===== config.mk =====
export PLATFORM = sky130hd
export DESIGN_NAME = resp_serializer
export DESIGN_NICKNAME = d
export VERILOG_FILES = /design/src/rtl/test_ctrl_pkg.sv /design/src/rtl/resp_serializer.sv
export SDC_FILE = /design/constraint.sdc
export NUM_CORES = 1
export LEC_CHECK = 0
export ABC_CLOCK_PERIOD_IN_PS = 6550
export BUFFER_PORTS_ARGS = -buffer_cell sky130_fd_sc_hd__buf_2
export CAP_MARGIN = 20
export CORE_MARGIN = 4
export CORE_UTILIZATION = 39
export CTS_CLUSTER_DIAMETER = 50
export DETAILED_ROUTE_END_ITERATION = 8
export PLACE_DENSITY_LB_ADDON = 0.12
export SLEW_MARGIN = 10
export SYNTH_ARGS = -nofsm -noshare
export SYNTH_HDL_FRONTEND = slang
export SYNTH_SLANG_ARGS = --single-unit

===== constraint.sdc =====
create_clock -name clock -period 6.55 [get_ports clock]
set_input_delay 1.31 -clock clock [delete_from_list [all_inputs] [get_ports clock]]
set_output_delay 1.31 -clock clock [all_outputs]
set_load 0.01 [all_outputs]

===== src/rtl/test_ctrl_pkg.sv =====
// Shared state encoding and protocol byte values for the test controller
// and its response serializer.
package test_ctrl_pkg;

    typedef enum logic [1:0] {
        ST_IDLE,
        ST_GET_CHAN,
        ST_RUN,
        ST_SEND
    } ctrl_state_t;

    localparam logic [7:0] CMD_START   = 8'h53;  // "S"
    localparam logic [7:0] CMD_ABORT   = 8'h41;  // "A"
    localparam logic [7:0] RSP_RESULT  = 8'h52;  // "R"
    localparam logic [7:0] RSP_TIMEOUT = 8'h54;  // "T"
    localparam logic [7:0] RSP_ABORT   = 8'h41;  // "A"
    localparam logic [7:0] RSP_ERROR   = 8'h45;  // "E"

    // Result frame length: header + channel + score bytes.
    function automatic logic [7:0] result_len(input int unsigned score_bytes);
        return 8'(score_bytes + 2);
    endfunction

endpackage


===== src/rtl/resp_serializer.sv =====
// Latches one response frame (header, channel, score LSB first) and emits it
// byte by byte, never on consecutive cycles and only when the UART is ready.
module resp_serializer
    import test_ctrl_pkg::*;
#(
    parameter int unsigned SCORE_BYTES = 4
) (
    input  logic                     clock,
    input  logic                     reset,
    input  logic                     load,
    input  logic [7:0]               len,
    input  logic [7:0]               header,
    input  logic [7:0]               chan,
    input  logic [SCORE_BYTES*8-1:0] score,
    input  logic                     uart_ready,
    output logic                     tx_valid,
    output logic [7:0]               tx_data,
    output logic                     frame_done
);

    logic                     active;
    logic [7:0]               idx;
    logic [7:0]               len_q;
    logic [7:0]               hdr_q;
    logic [7:0]               chan_q;
    logic [SCORE_BYTES*8-1:0] score_q;
    logic [7:0]               cur_byte;

    always_comb begin
        cur_byte = '0;
        if (idx == 8'd0) begin
            cur_byte = hdr_q;
        end else if (idx == 8'd1) begin
            cur_byte = chan_q;
        end else begin
            for (int unsigned b = 0; b < SCORE_BYTES; b++) begin
                if (idx == 8'(b + 2)) cur_byte = score_q[b*8 +: 8];
            end
        end
    end

    always_ff @(posedge clock or negedge reset) begin
        if (!reset) begin
            active     <= 1'b0;
            idx        <= '0;
            len_q      <= '0;
            hdr_q      <= '0;
            chan_q     <= '0;
            score_q    <= '0;
            tx_valid   <= 1'b0;
            tx_data    <= '0;
            frame_done <= 1'b0;
        end else begin
            tx_valid   <= 1'b0;
            tx_data    <= '0;
            frame_done <= 1'b0;
            if (load) begin
                active  <= 1'b1;
                idx     <= '0;
                len_q   <= len;
                hdr_q   <= header;
                chan_q  <= chan;
                score_q <= score;
            end else if (active && uart_ready && !tx_valid) begin
                tx_valid <= 1'b1;
                tx_data  <= cur_byte;
                if (idx == len_q - 8'd1) begin
                    active     <= 1'b0;
                    idx        <= '0;
                    frame_done <= 1'b1;
                end else begin
                    idx <= idx + 8'd1;
                end
            end
        end
    end

endmodule


==> results of run 1 <==
power groups by stage:
stage	clock (mW)	combinational (mW)	sequential (mW)
after floorplan	0	0.0997	0.529
after global placement	0	0.149	0.534
after detailed placement	0	0.151	0.536
after CTS	0.425	0.151	0.526
after global routing	0.446	0.169	0.532
final	0.415	0.149	0.526
synthesized netlist by cell type, types with 4 or more instances:
| master | n | area, sq um |
|---|---|---|
| dfrtp_1 | 75 | 1880 |
| nand3_1 | 8 | 40.0 |
| o221a_2 | 8 | 90.1 |
| o21ai_0 | 24 | 120 |
| nor3_1 | 6 | 30.0 |
| mux2_2 | 47 | 529 |
| nor2_1 | 24 | 90.1 |
| xor2_1 | 5 | 43.8 |
| nor3b_1 | 5 | 37.5 |
| nor2b_1 | 5 | 31.3 |
| nand2_1 | 29 | 109 |
| a32oi_1 | 6 | 52.6 |
| inv_1 | 12 | 45.0 |
| a21oi_1 | 25 | 125 |
| clkbuf_1 | 17 | 63.8 |
| nor4_1 | 4 | 25.0 |
| ha_1 | 5 | 62.6 |
layout by cell type (no fill, tap or decap), drive strengths merged, types with 2 or more instances in the layout:
cell / netlist / final
o211ai: 2 / 2
and3b: 2 / 2
or4: 2 / 2
nor2: 24 / 24
nand2b: 2 / 2
nor4: 4 / 4
a21oi: 25 / 25
a22oi: 3 / 3
dfrtp: 75 / 75
and3: 3 / 3
nor3b: 6 / 6
nand3: 8 / 8
or3: 2 / 2
nand2: 29 / 29
o221a: 8 / 8
nor4b: 3 / 3
inv: 12 / 14
or2: 2 / 2
nor2b: 5 / 5
bufinv: 0 / 2
nor3: 7 / 7
a32oi: 6 / 6
o21ai: 24 / 24
ha: 5 / 5
a2bb2oi: 3 / 3
a221oi: 2 / 2
mux2: 47 / 47
xor2: 5 / 5
buf: 4 / 70
clkbuf: 17 / 10
area by class of cell:
cell class,count,area (sq um)
clock buffers,10,138
clock inverters,6,96.3
fillers,891,4880
inverters,12,45.0
multi-input cells,235,1670
flip-flops and latches,75,1880
well taps,111,139
repair buffers,70,355
metal layers:
metal  track usage  up-vias  part of all wire
met5             0        -                 0
met4        0.0337        0            0.0085
met3        0.0537        5             0.041
met2         0.237       58              0.44
met1         0.227     1359              0.52
li1              -     1356                 -
worst paths after layout:
check	startpoint	endpoint	cells past startpoint
worst min register to register	score_q[28]$_DFFE_PN0P_	score_q[28]$_DFFE_PN0P_	1
min in group asynchronous	reset	chan_q[3]$_DFFE_PN0P_	1
max in group asynchronous	reset	idx[0]$_DFFE_PN0P_	1
worst min-delay path	score_q[28]$_DFFE_PN0P_	score_q[28]$_DFFE_PN0P_	1
worst max-delay path	load	tx_data[3]$_DFF_PN0_	4
worst max register to register	idx[3]$_DFFE_PN0P_	tx_data[3]$_DFF_PN0_	6
registers in the layout, summed over array words and instances (netlist names), 8 cells and up:
register / flops
len_q: 8
idx: 8
score_q: 32
chan_q: 8
tx_data: 8
hdr_q: 8
worst max-delay path: stages:
cell	delay (ns)
buf_2	0.58
buf_4	0.57
nor2_1	0.29
o221a_2	0.19
per-stage QoR:
| stage | hold WS [ns] | instances | cell area [sq um] | worst slack (ns) |
|---|---|---|---|---|
| 2_1_floorplan | 0.475 | 343 | 3670 | 4.12 |
| 3_3_place_gp | 0.484 | 503 | 4090 | 3.48 |
| 3_5_place_dp | 0.495 | 503 | 4090 | 3.46 |
| 4_1_cts | 0.513 | 519 | 4320 | 3.84 |
| 5_1_grt | 0.521 | 519 | 4320 | 3.70 |
| 6_report | 0.508 | 519 | 4320 | 3.80 |
logic make-up after synthesis:
kind of cell,after synthesis
AOI/OAI and AO/OA,76
xor gates and xnor gates,6
adders and majority gates,5
buffers and inverters,33
DFF,75
muxes,47
and+or+nand+nor,101
==> out/qor.txt, run 1 <==
Antenna violations before repair -> 0
Share of the synthesized netlist area taken by xor and xnor gates -> 0.0143
Reported net switching power -> 0.287 mW
Number of iterations in the first detailed-routing pass -> 4
Setup bufs post-CTS -> 0
Number of buffers inserted by port buffering -> 69
Share of synthesized cell area in full adder, half adder and majority cells -> 0.0170
Setup total negative slack -> 0 ns
Clock Tree Buf Depth -> 2
Final routed wire length divided by cell count -> 16.5 um
CTS tree -> done
Remaining global-route overflow -> 0
Overall power after layout -> 1.09 mW
Number of library cell types mapped by synthesis -> 40
Detailed-placement wirelength estimate -> 5.83 mm
Arrival time of the worst setup path -> 2.99 ns
Portion of total power attributed to the clock network -> 0.381
Count of pins on the block boundary -> 70
Hold-fix buffers at CTS -> 0
Total vias in the final route -> 2,778
Max Cap Violations -> 0
Die extent in x -> 105 um
Result of the run -> complete, no violations
Crit Path Category -> primary input to flip-flop
Time the worst path needs with I/O delays and setup -> 2.75 ns
Final clock skew -> 0.00817 ns
Final net count -> 468
Maximum vdd ir drop -> 165 uV
Switching Share -> 0.264
Netlist area before placement -> 0.00367 sq mm
Number of warnings printed during yosys synthesis -> 0
Std-Cell Rows -> 35
Share of synthesized area occupied by flip-flops and latches -> 0.511
Avg Inst Size Synth -> 10.7 sq um
Compound-Gate Fraction of Synth Area -> 0.135
Flip-flop and latch count after synthesis -> 75
Via count of the first global-routing pass -> 2,752
Startpoint Class -> primary input
Number of vias per cell after detailed routing -> 5.35
Wire length of the first global-routing pass -> 14.0 mm
Dominant combinational cell family by area after synthesis -> multiplexers
Gate count after technology mapping -> 343
Critical path capture point type -> flip-flop
Commonest register cell after synthesis -> dfrtp_1
Clock network latency to the later pin of the worst-skew pair -> 0.35 ns
Proportion of synthesized flip-flops having asynchronous set or reset -> 1.00
Max-slew violation total from the final report -> 0
Number of hold violations in the final report -> 0
Fraction of the core area covered by cells at the end of the flow -> 0.470
Net count of the mapped netlist -> 408
Area added between synthesis and finish -> 17.6%
Transition time at the pin with the least slew margin -> 0.959 ns
CTS HTree Levels -> 3
Chip Height -> 105 um
Diodes inserted -> 0
Post-CTS clock slew at the launch and capture registers of the worst setup and hold paths -> 0.08 ns
# setup viols final -> 0
Global-route usage over all layers -> 0.160
Slack of the worst reg-to-reg path -> 3.94 ns
Effective utilization at floorplan -> 0.399
Maximum number of pins on one net before global-route repair -> 76
Unrepaired setup endpoints after global routing -> false
PostCTS Resize Cnt -> 0
Power density relative to cell area -> 252 mW/mm^2
Die area -> 0.0110 sq mm
Final cycle utilization of the critical path -> 0.419
Number of clock buffers inserted by TritonCTS -> 9
Multiplexer share of the synthesized area -> 0.144
Critical-path maximum fanout -> 44
Leakage dissipation -> 1.98 nW
Relative contribution of sequential cells to total power -> 0.482
Core region area -> 0.00920 sq mm
Internal -> 0.802 mW
Class of the worst hold path -> flip-flop to flip-flop
Count of flip-flops with a built-in enable after synthesis -> 0
Layout cells sized above 1 -> 0.363
Root buffer cell -> clkbuf_8
Final GP Congestion -> 0.755
Power share of the combinational group -> 0.137
First-iteration detailed-routing DRC count -> 91
Post-DRT Antenna Nets -> 0
Synthesized-area fraction occupied by and/or/nand/nor cells -> 0.144
Normalized max-slew margin -> 0.361
Total wire length -> 8.54 mm
Count of clock tree sinks -> 75
Crit path required time -> 6.79 ns
Max Clk Rate -> 0.364 GHz
DRC violation count after routing -> 0
No activity file was read; power rests on OpenSTA's default activity.
==> inputs of run 2 (changes only) <==
Settings changed: ABC_AREA from default to 1, ABC_CLOCK_PERIOD_IN_PS 6550 to 2600.
Clock period 6.55 ns to 2.6 ns, I/O delays scaled along.
==> out/qor.txt, run 2 <==
Maximum number of pins on one net before global-route repair -> 76 (unchanged)
Transition time at the pin with the least slew margin -> 0.943 ns (-0.0160 ns)
Result of the run -> complete, no violations
Max Cap Violations -> 0 (unchanged)
Hold WS -> 0.312 ns (-0.197 ns)
Root buffer cell -> clkbuf_8
Final GP Congestion -> 0.828 (+9.6%)
Leakage dissipation -> 2.34 nW (+18%)
Power density relative to cell area -> 594 mW/mm^2 (+140%)
Overall power after layout -> 2.63 mW (+140%)
# setup viols final -> 0 (unchanged)
Die area -> 0.0113 sq mm (+2.7%)
Largest incremental delay on the critical path -> 0.46 ns (-0.12 ns)
Die extent in x -> 106 um (+1.4%)
Wire length of the first global-routing pass -> 15.4 mm (+10%)
Max FFs per register -> 32 (unchanged)
Net count of the mapped netlist -> 542 (+33%)
Leading area contributor after synthesis -> dfrtp_1
Hold-fix buffers at CTS -> 0 (unchanged)
Slowest-stage cell, CP -> dfrtp_1
Flip-flop and latch count after synthesis -> 75 (unchanged)
Number of buffers inserted by port buffering -> 69 (unchanged)
Placement-stage worst setup slack -> 0.799 ns (-2.66 ns)
Cell class contributing the biggest share of worst-path delay -> simple AND/OR/NAND/NOR gates
Maximum vdd ir drop -> 257 uV (+55%)
Register ranked first by flip-flop count -> score_q
CTS tree -> done
Arrival time of the worst setup path -> 2.00 ns (-0.99 ns)
Diodes inserted -> 0 (unchanged)
First-iteration detailed-routing DRC count -> 150 (+65%)
Startpoint Class -> flip-flop
Effective utilization at floorplan -> 0.405 (+0.00605)
Post-DRT Antenna Nets -> 0 (unchanged)
Setup total negative slack -> 0 ns (unchanged)
Number of vias per cell after detailed routing -> 4.68 (-13%)
PostCTS Resize Cnt -> 0 (unchanged)
Max Clk Rate -> 0.566 GHz
Layout cells sized above 1 -> 0.217 (-0.146)
Setup bufs post-CTS -> 0 (unchanged)
Time the worst path needs with I/O delays and setup -> 1.77 ns
Synth top area share -> 0.496 (-0.0147)
Crit Path Category -> flip-flop to flip-flop
Core region area -> 0.00933 sq mm (+1.4%)
Class of the worst hold path -> primary input to async pin
CTS HTree Levels -> 3 (unchanged)
Area added between synthesis and finish -> 17.1%
Std-Cell Rows -> 35 (unchanged)
Post-CTS clock slew at the launch and capture registers of the worst setup and hold paths -> 0.08 ns (about the same)
Clock network latency to the later pin of the worst-skew pair -> 0.35 ns (about the same)
Chip Height -> 106 um (+1.4%)
Buffers plus inverters on the worst setup path -> 1 (-1)
Critical path capture point type -> flip-flop
Clock Tree Buf Depth -> 2 (unchanged)
Proportion of synthesized flip-flops having asynchronous set or reset -> 1.00 (unchanged)
Avg Inst Size Synth -> 7.93 sq um (-26%)
Count of clock tree sinks -> 75 (unchanged)
Antenna violations before repair -> 0 (unchanged)
Most frequent cells in the layout -> 187 x nand2_1, 75 x dfrtp_1, 68 x buf_2, 34 x inv_1, 34 x o21ai_0
Ranking of synthesized cells by area -> dfrtp_1 50%, nand2_1 19%, o21ai_0 4.5%
DRC violation count after routing -> 0 (unchanged)
Total wire length -> 9.29 mm (+8.8%)
Max-slew violation total from the final report -> 0 (unchanged)
Count of pins on the block boundary -> 70 (unchanged)
Number of clock buffers inserted by TritonCTS -> 9 (unchanged)
Final routed wire length divided by cell count -> 13.7 um (-17%)
Number of library cell types mapped by synthesis -> 28 (-30%)
Count of flip-flops with a built-in enable after synthesis -> 0 (unchanged)
Remaining global-route overflow -> 0 (unchanged)
Number of hold violations in the final report -> 0 (unchanged)
Crit path cell chain -> inv_2, nand2_4, nor2_8, nand2_2, nor2_4, a21oi_1, o21ai_0, a21oi_2
Total vias in the final route -> 3,166 (+14%)
Unrepaired setup endpoints after global routing -> false
Final net count -> 608 (+30%)
Synth top cells by count -> 187 x nand2_1, 75 x dfrtp_1, 34 x inv_1, 34 x o21ai_0, 32 x nand3_1
Most common cell after layout, fill and taps aside -> nand2_1
Netlist area before placement -> 0.00378 sq mm (+3.0%)
Final cycle utilization of the critical path -> 0.679
Commonest register cell after synthesis -> dfrtp_1
Critical-path maximum fanout -> 16 (-64%)
Normalized max-slew margin -> 0.372 (+0.0107)
Number of warnings printed during yosys synthesis -> 0 (unchanged)
Via count of the first global-routing pass -> 3,142 (+14%)
Setup slack of the critical path after layout -> 0.835 ns (-2.97 ns)
Detailed-placement wirelength estimate -> 6.77 mm (+16%)
Number of iterations in the first detailed-routing pass -> 5 (+1)
Global-route usage over all layers -> 0.173 (+0.0131)
Gate count after technology mapping -> 477 (+39%)
Count leader, synth -> nand2_1
Fraction of the core area covered by cells at the end of the flow -> 0.475 (+0.00492)
Final clock skew -> 0.00676 ns (-0.00141 ns)
Crit path required time -> 2.83 ns (-3.96 ns)
Share of synthesized area occupied by flip-flops and latches -> 0.496 (-0.0147)
run 2: layout make-up:
| cell class | count | area (sq um) |
|---|---|---|
| Clock inverter | 5 | 60.1 |
| Inverter | 43 | 161 |
| Clock buffer | 11 | 151 |
| Multi-Input combinational cell | 342 | 1650 |
| Sequential cell | 75 | 1880 |
| Tap cell | 129 | 161 |
| Fill cell | 985 | 4900 |
| Timing Repair Buffer | 72 | 370 |
run 2: final timing paths:
check,from,end,slack [ns],cells after the start
max reg2reg,idx[4]$_DFFE_PN0P_,tx_data[7]$_DFF_PN0_,0.83,8
max in group asynchronous,reset,chan_q[7]$_DFFE_PN0P_,1.69,1
max,idx[4]$_DFFE_PN0P_,tx_data[7]$_DFF_PN0_,0.83,8
min,reset,len_q[6]$_DFFE_PN0P_,0.31,1
min in group clock,score[16],score_q[16]$_DFFE_PN0P_,0.36,3
min reg2reg,hdr_q[3]$_DFFE_PN0P_,hdr_q[3]$_DFFE_PN0P_,0.47,2
run 2: worst register-to-register path: stages, from the launching register on:
cell	delay [ns]
dfrtp_1	0.46
inv_2	0.14
nand2_4	0.08
nor2_8	0.21
nand2_2	0.10
nor2_4	0.32
a21oi_1	0.12
o21ai_0	0.15
a21oi_2	0.08
run 2: where the power goes:
part           leakage (nW)  total [mW]  switching (mW)  internal [mW]
Combinational          1.29       0.373           0.239          0.134
Clock                 0.106       0.948           0.448          0.499
Sequential            0.937        1.31          0.0552           1.25
Total                  2.34        2.63           0.743           1.89
run 2: per-layer routing:
metal  track usage  up-vias  wire, um
met5             0        -         0
met4        0.0420        0        96
met3        0.0461        8       505
met2         0.252       71      3970
met1         0.255     1455      4720
li1              -     1632         -
run 2: through the flow:
step / cells / area [sq um]
6_report: 677 / 4430
5_1_grt: 677 / 4430
4_1_cts: 677 / 4430
3_5_place_dp: 661 / 4220
3_3_place_gp: 661 / 4220
2_1_floorplan: 477 / 3780
run 2: logic make-up (layout without fill, tap and decap cells):
group,count (synthesis),count (layout),synth area share
simple gates,260,260,0.303
flops,75,75,0.496
compound gates,67,67,0.0927
buf+inv,60,131,0.0682
xor+xnor,10,10,0.0232
fa+ha+maj,5,5,0.0165
==> inputs of run 3 (changes only) <==
Settings changed: ABC_CLOCK_PERIOD_IN_PS 2600 to 1610.
Clock period 2.6 ns to 1.61 ns, I/O delays scaled along.
==> out/qor.txt, run 3 (synthesis results as in run 2) <==
First-iteration detailed-routing DRC count -> 138 (-8.0%)
Total wire length -> 9.54 mm (+2.7%)
Register ranked first by flip-flop count -> score_q
Number of buffers inserted by port buffering -> 69 (unchanged)
Maximum vdd ir drop -> 605 uV (+140%)
Reg-to-Reg Start -> idx[0]$_DFFE_PN0P_
Crit Path Category -> flip-flop to flip-flop
Worst hold path cell count -> 3
Arrival time of the worst setup path -> 1.85 ns (-0.15 ns)
Crit path required time -> 1.88 ns (-0.95 ns)
Time the worst path needs with I/O delays and setup -> 1.58 ns (-0.182 ns)
Global-route usage over all layers -> 0.175 (+0.00167)
Unrepaired setup endpoints after global routing -> true
Most repeated library cell on the critical path -> nand2_1
Filler Cells Inserted -> 927 (-5.9%)
Core region area -> 0.00933 sq mm (unchanged)
Final clock skew -> 0.00595 ns (-0.000808 ns)
Std-Cell Rows -> 35 (unchanged)
Layout cells sized above 1 -> 0.323 (+0.106)
Transition time at the pin with the least slew margin -> 0.559 ns (-0.383 ns)
Slack of the worst reg-to-reg path -> 0.03 ns (-0.81 ns)
Chip Height -> 106 um (unchanged)
Final cycle utilization of the critical path -> 0.984 (+0.305)
Met1 track demand over resource in global routing -> 0.255 (about the same)
Critical path capture point type -> flip-flop
Maximum number of pins on one net before global-route repair -> 49 (-36%)
Startpoint Class -> flip-flop
DRC violation count after routing -> 0 (unchanged)
Count of pins on the block boundary -> 70 (unchanged)
Clock network latency to the later pin of the worst-skew pair -> 0.34 ns (about the same)
Count of clock tree sinks -> 75 (unchanged)
Diodes inserted -> 0 (unchanged)
Max Cap Violations -> 0 (unchanged)
Antenna violations before repair -> 0 (unchanged)
Slowest-stage cell, CP -> dfrtp_1
CTS tree -> done
Met3 GRT Util -> 0.0364 (-0.00971)
Wire length of the first global-routing pass -> 15.6 mm (+1.2%)
Via count of the first global-routing pass -> 3,132 (-0.32%)
Most common cell after layout, fill and taps aside -> nand2_1
Endpoint of the worst register-to-register path -> tx_data[6]$_DFF_PN0_
Overall power after layout -> 4.32 mW (+64%)
Max Clk Rate -> 0.631 GHz (+11%)
Final routed wire length divided by cell count -> 13.5 um (-1.4%)
Crit path cell chain -> ha_2, inv_2, buf_6, nor2_4, nand3_1, nand3_1, nand2_1, nand2_1, nand2_1, a21oi_1
Post-CTS clock slew at the launch and capture registers of the worst setup and hold paths -> 0.08 ns (about the same)
Hold_sp -> chan[7]
Area added between synthesis and finish -> 28.8%
M2 GR Usage -> 0.263 (+0.0104)
Post-DRT Antenna Nets -> 0 (unchanged)
Max-slew violation total from the final report -> 0 (unchanged)
Sequential cell area in the final layout -> 0.00188 sq mm (about the same)
# setup viols final -> 0 (unchanged)
Number of vias per cell after detailed routing -> 4.64 (-0.76%)
Final net count -> 636 (+4.6%)
Root buffer cell -> clkbuf_8
Clock Tree Buf Depth -> 2 (unchanged)
Endpoint, Worst Hold -> chan_q[7]$_DFFE_PN0P_
Die area -> 0.0113 sq mm (unchanged)
Number of iterations in the first detailed-routing pass -> 4 (-1)
Post-route non-filler standard cell count -> 705 (+4.1%)
Worst-case reg-to-reg path depth -> 10 (+2)
Leakage dissipation -> 2.53 nW (+8.5%)
Effective utilization at floorplan -> 0.405 (unchanged)
Max FFs per register -> 32 (unchanged)
Post-Place Cells -> 677 (+2.4%)
Total vias in the final route -> 3,272 (+3.3%)
Number of hold violations in the final report -> 0 (unchanged)
Critical-path maximum fanout -> 5 (-11)
CTS HTree Levels -> 3 (unchanged)
Result of the run -> complete, no violations
Number of clock buffers inserted by TritonCTS -> 9 (unchanged)
Most frequent cells in the layout -> 182 x nand2_1, 74 x dfrtp_1, 68 x buf_2, 28 x inv_1, 28 x o21ai_0
Normalized max-slew margin -> 0.626 (+0.254)
Area of the multi-input gates -> 0.00183 sq mm (+11%)
Detailed-placement wirelength estimate -> 7.17 mm (+5.9%)
Largest incremental delay on the critical path -> 0.42 ns (-0.04 ns)
Remaining global-route overflow -> 0 (unchanged)
Class of the worst hold path -> primary input to flip-flop
Power density relative to cell area -> 887 mW/mm^2 (+49%)
Die extent in x -> 106 um (unchanged)
Global routing's busiest layer -> met2
Final GP Congestion -> 0.859 (+3.8%)
==> run 3: cell types whose count changed in the layout (fill, tap and decap cells not counted), moves of 5 or more <==
cell / delta
inv_2: +6
nand3_2: +11
buf_4: +21
nand3_1: -12
o21ai_0: -6
inv_1: -6
nand2_1: -5
==> run 3: layer usage <==
| layer | wire (um) | vias up |
|---|---|---|
| met5 | 0 | - |
| met4 | 146 | 0 |
| met3 | 486 | 13 |
| met2 | 4180 | 78 |
| met1 | 4730 | 1497 |
| li1 | - | 1684 |
==> run 3: worst max path at each step <==
stage | to | slack, ns | from | cells after the start
after floorplan | idx[2]$_DFFE_PN0P_ | 0.07 | len_q[0]$_DFFE_PN0P_ | 13
after global placement | tx_data[4]$_DFF_PN0_ | -0.02 | idx[0]$_DFFE_PN0P_ | 10
after detailed placement | tx_data[4]$_DFF_PN0_ | -0.05 | idx[0]$_DFFE_PN0P_ | 10
after CTS | idx[6]$_DFFE_PN0P_ | 0.003 | len_q[1]$_DFFE_PN0P_ | 11
after global routing | tx_data[6]$_DFF_PN0_ | -0.1 | idx[0]$_DFFE_PN0P_ | 10
final | tx_data[6]$_DFF_PN0_ | 0.03 | idx[0]$_DFFE_PN0P_ | 10
==> run 3: timing repair <==
| action | in CTS | in global routing |
|---|---|---|
| hold endpoints to repair | 24 | 0 |
| pin swaps | 3 | 19 |
| resized for setup | 2 | 54 |
| hold buffers | 1 | 0 |
| gates cloned | 0 | 0 |
| setup buffers | 3 | 8 |
| setup endpoints to repair | 3 | 18 |
==> run 3: critical path: cells and delay by family, from the launching register on <==
kind	cells	cell delay (ns)
buffers and inverters	2	0.17
flip-flops	1	0.42
adder cells (fa/ha/maj)	1	0.23
AND/OR/NAND/NOR	6	0.57
AO/OA/AOI/OAI	1	0.11
==> run 3: where the power goes <==
group | total, mW | internal (mW) | switching (mW)
Combinational | 0.737 | 0.296 | 0.440
Clock | 1.46 | 0.758 | 0.704
Sequential | 2.12 | 2.03 | 0.0908
==> run 3: through the flow <==
stage	instance area (sq um)	TNS (ns)	setup slack [ns]	util	hold WS, ns
finish	4870	0	0.0264	0.522	0.175
global route	4870	-0.825	-0.0991	0.522	0.146
CTS	4620	0	0.00273	0.495	0.157
detailed placement	4390	-0.0644	-0.0471	0.470	0.267
global placement	4390	-0.0454	-0.0231	0.470	0.269
floorplan	3780	0	0.0673	-	0.0264
==> run 3: layout make-up <==
cell class                      instances  share of cell area
Inverter                               43              0.0332
Sequential cell                        75               0.386
Clock buffer                           10              0.0283
Clock inverter                          6              0.0131
Multi-Input combinational cell        342               0.375
Tap cell                              129              0.0332
Timing Repair Buffer                  100               0.132
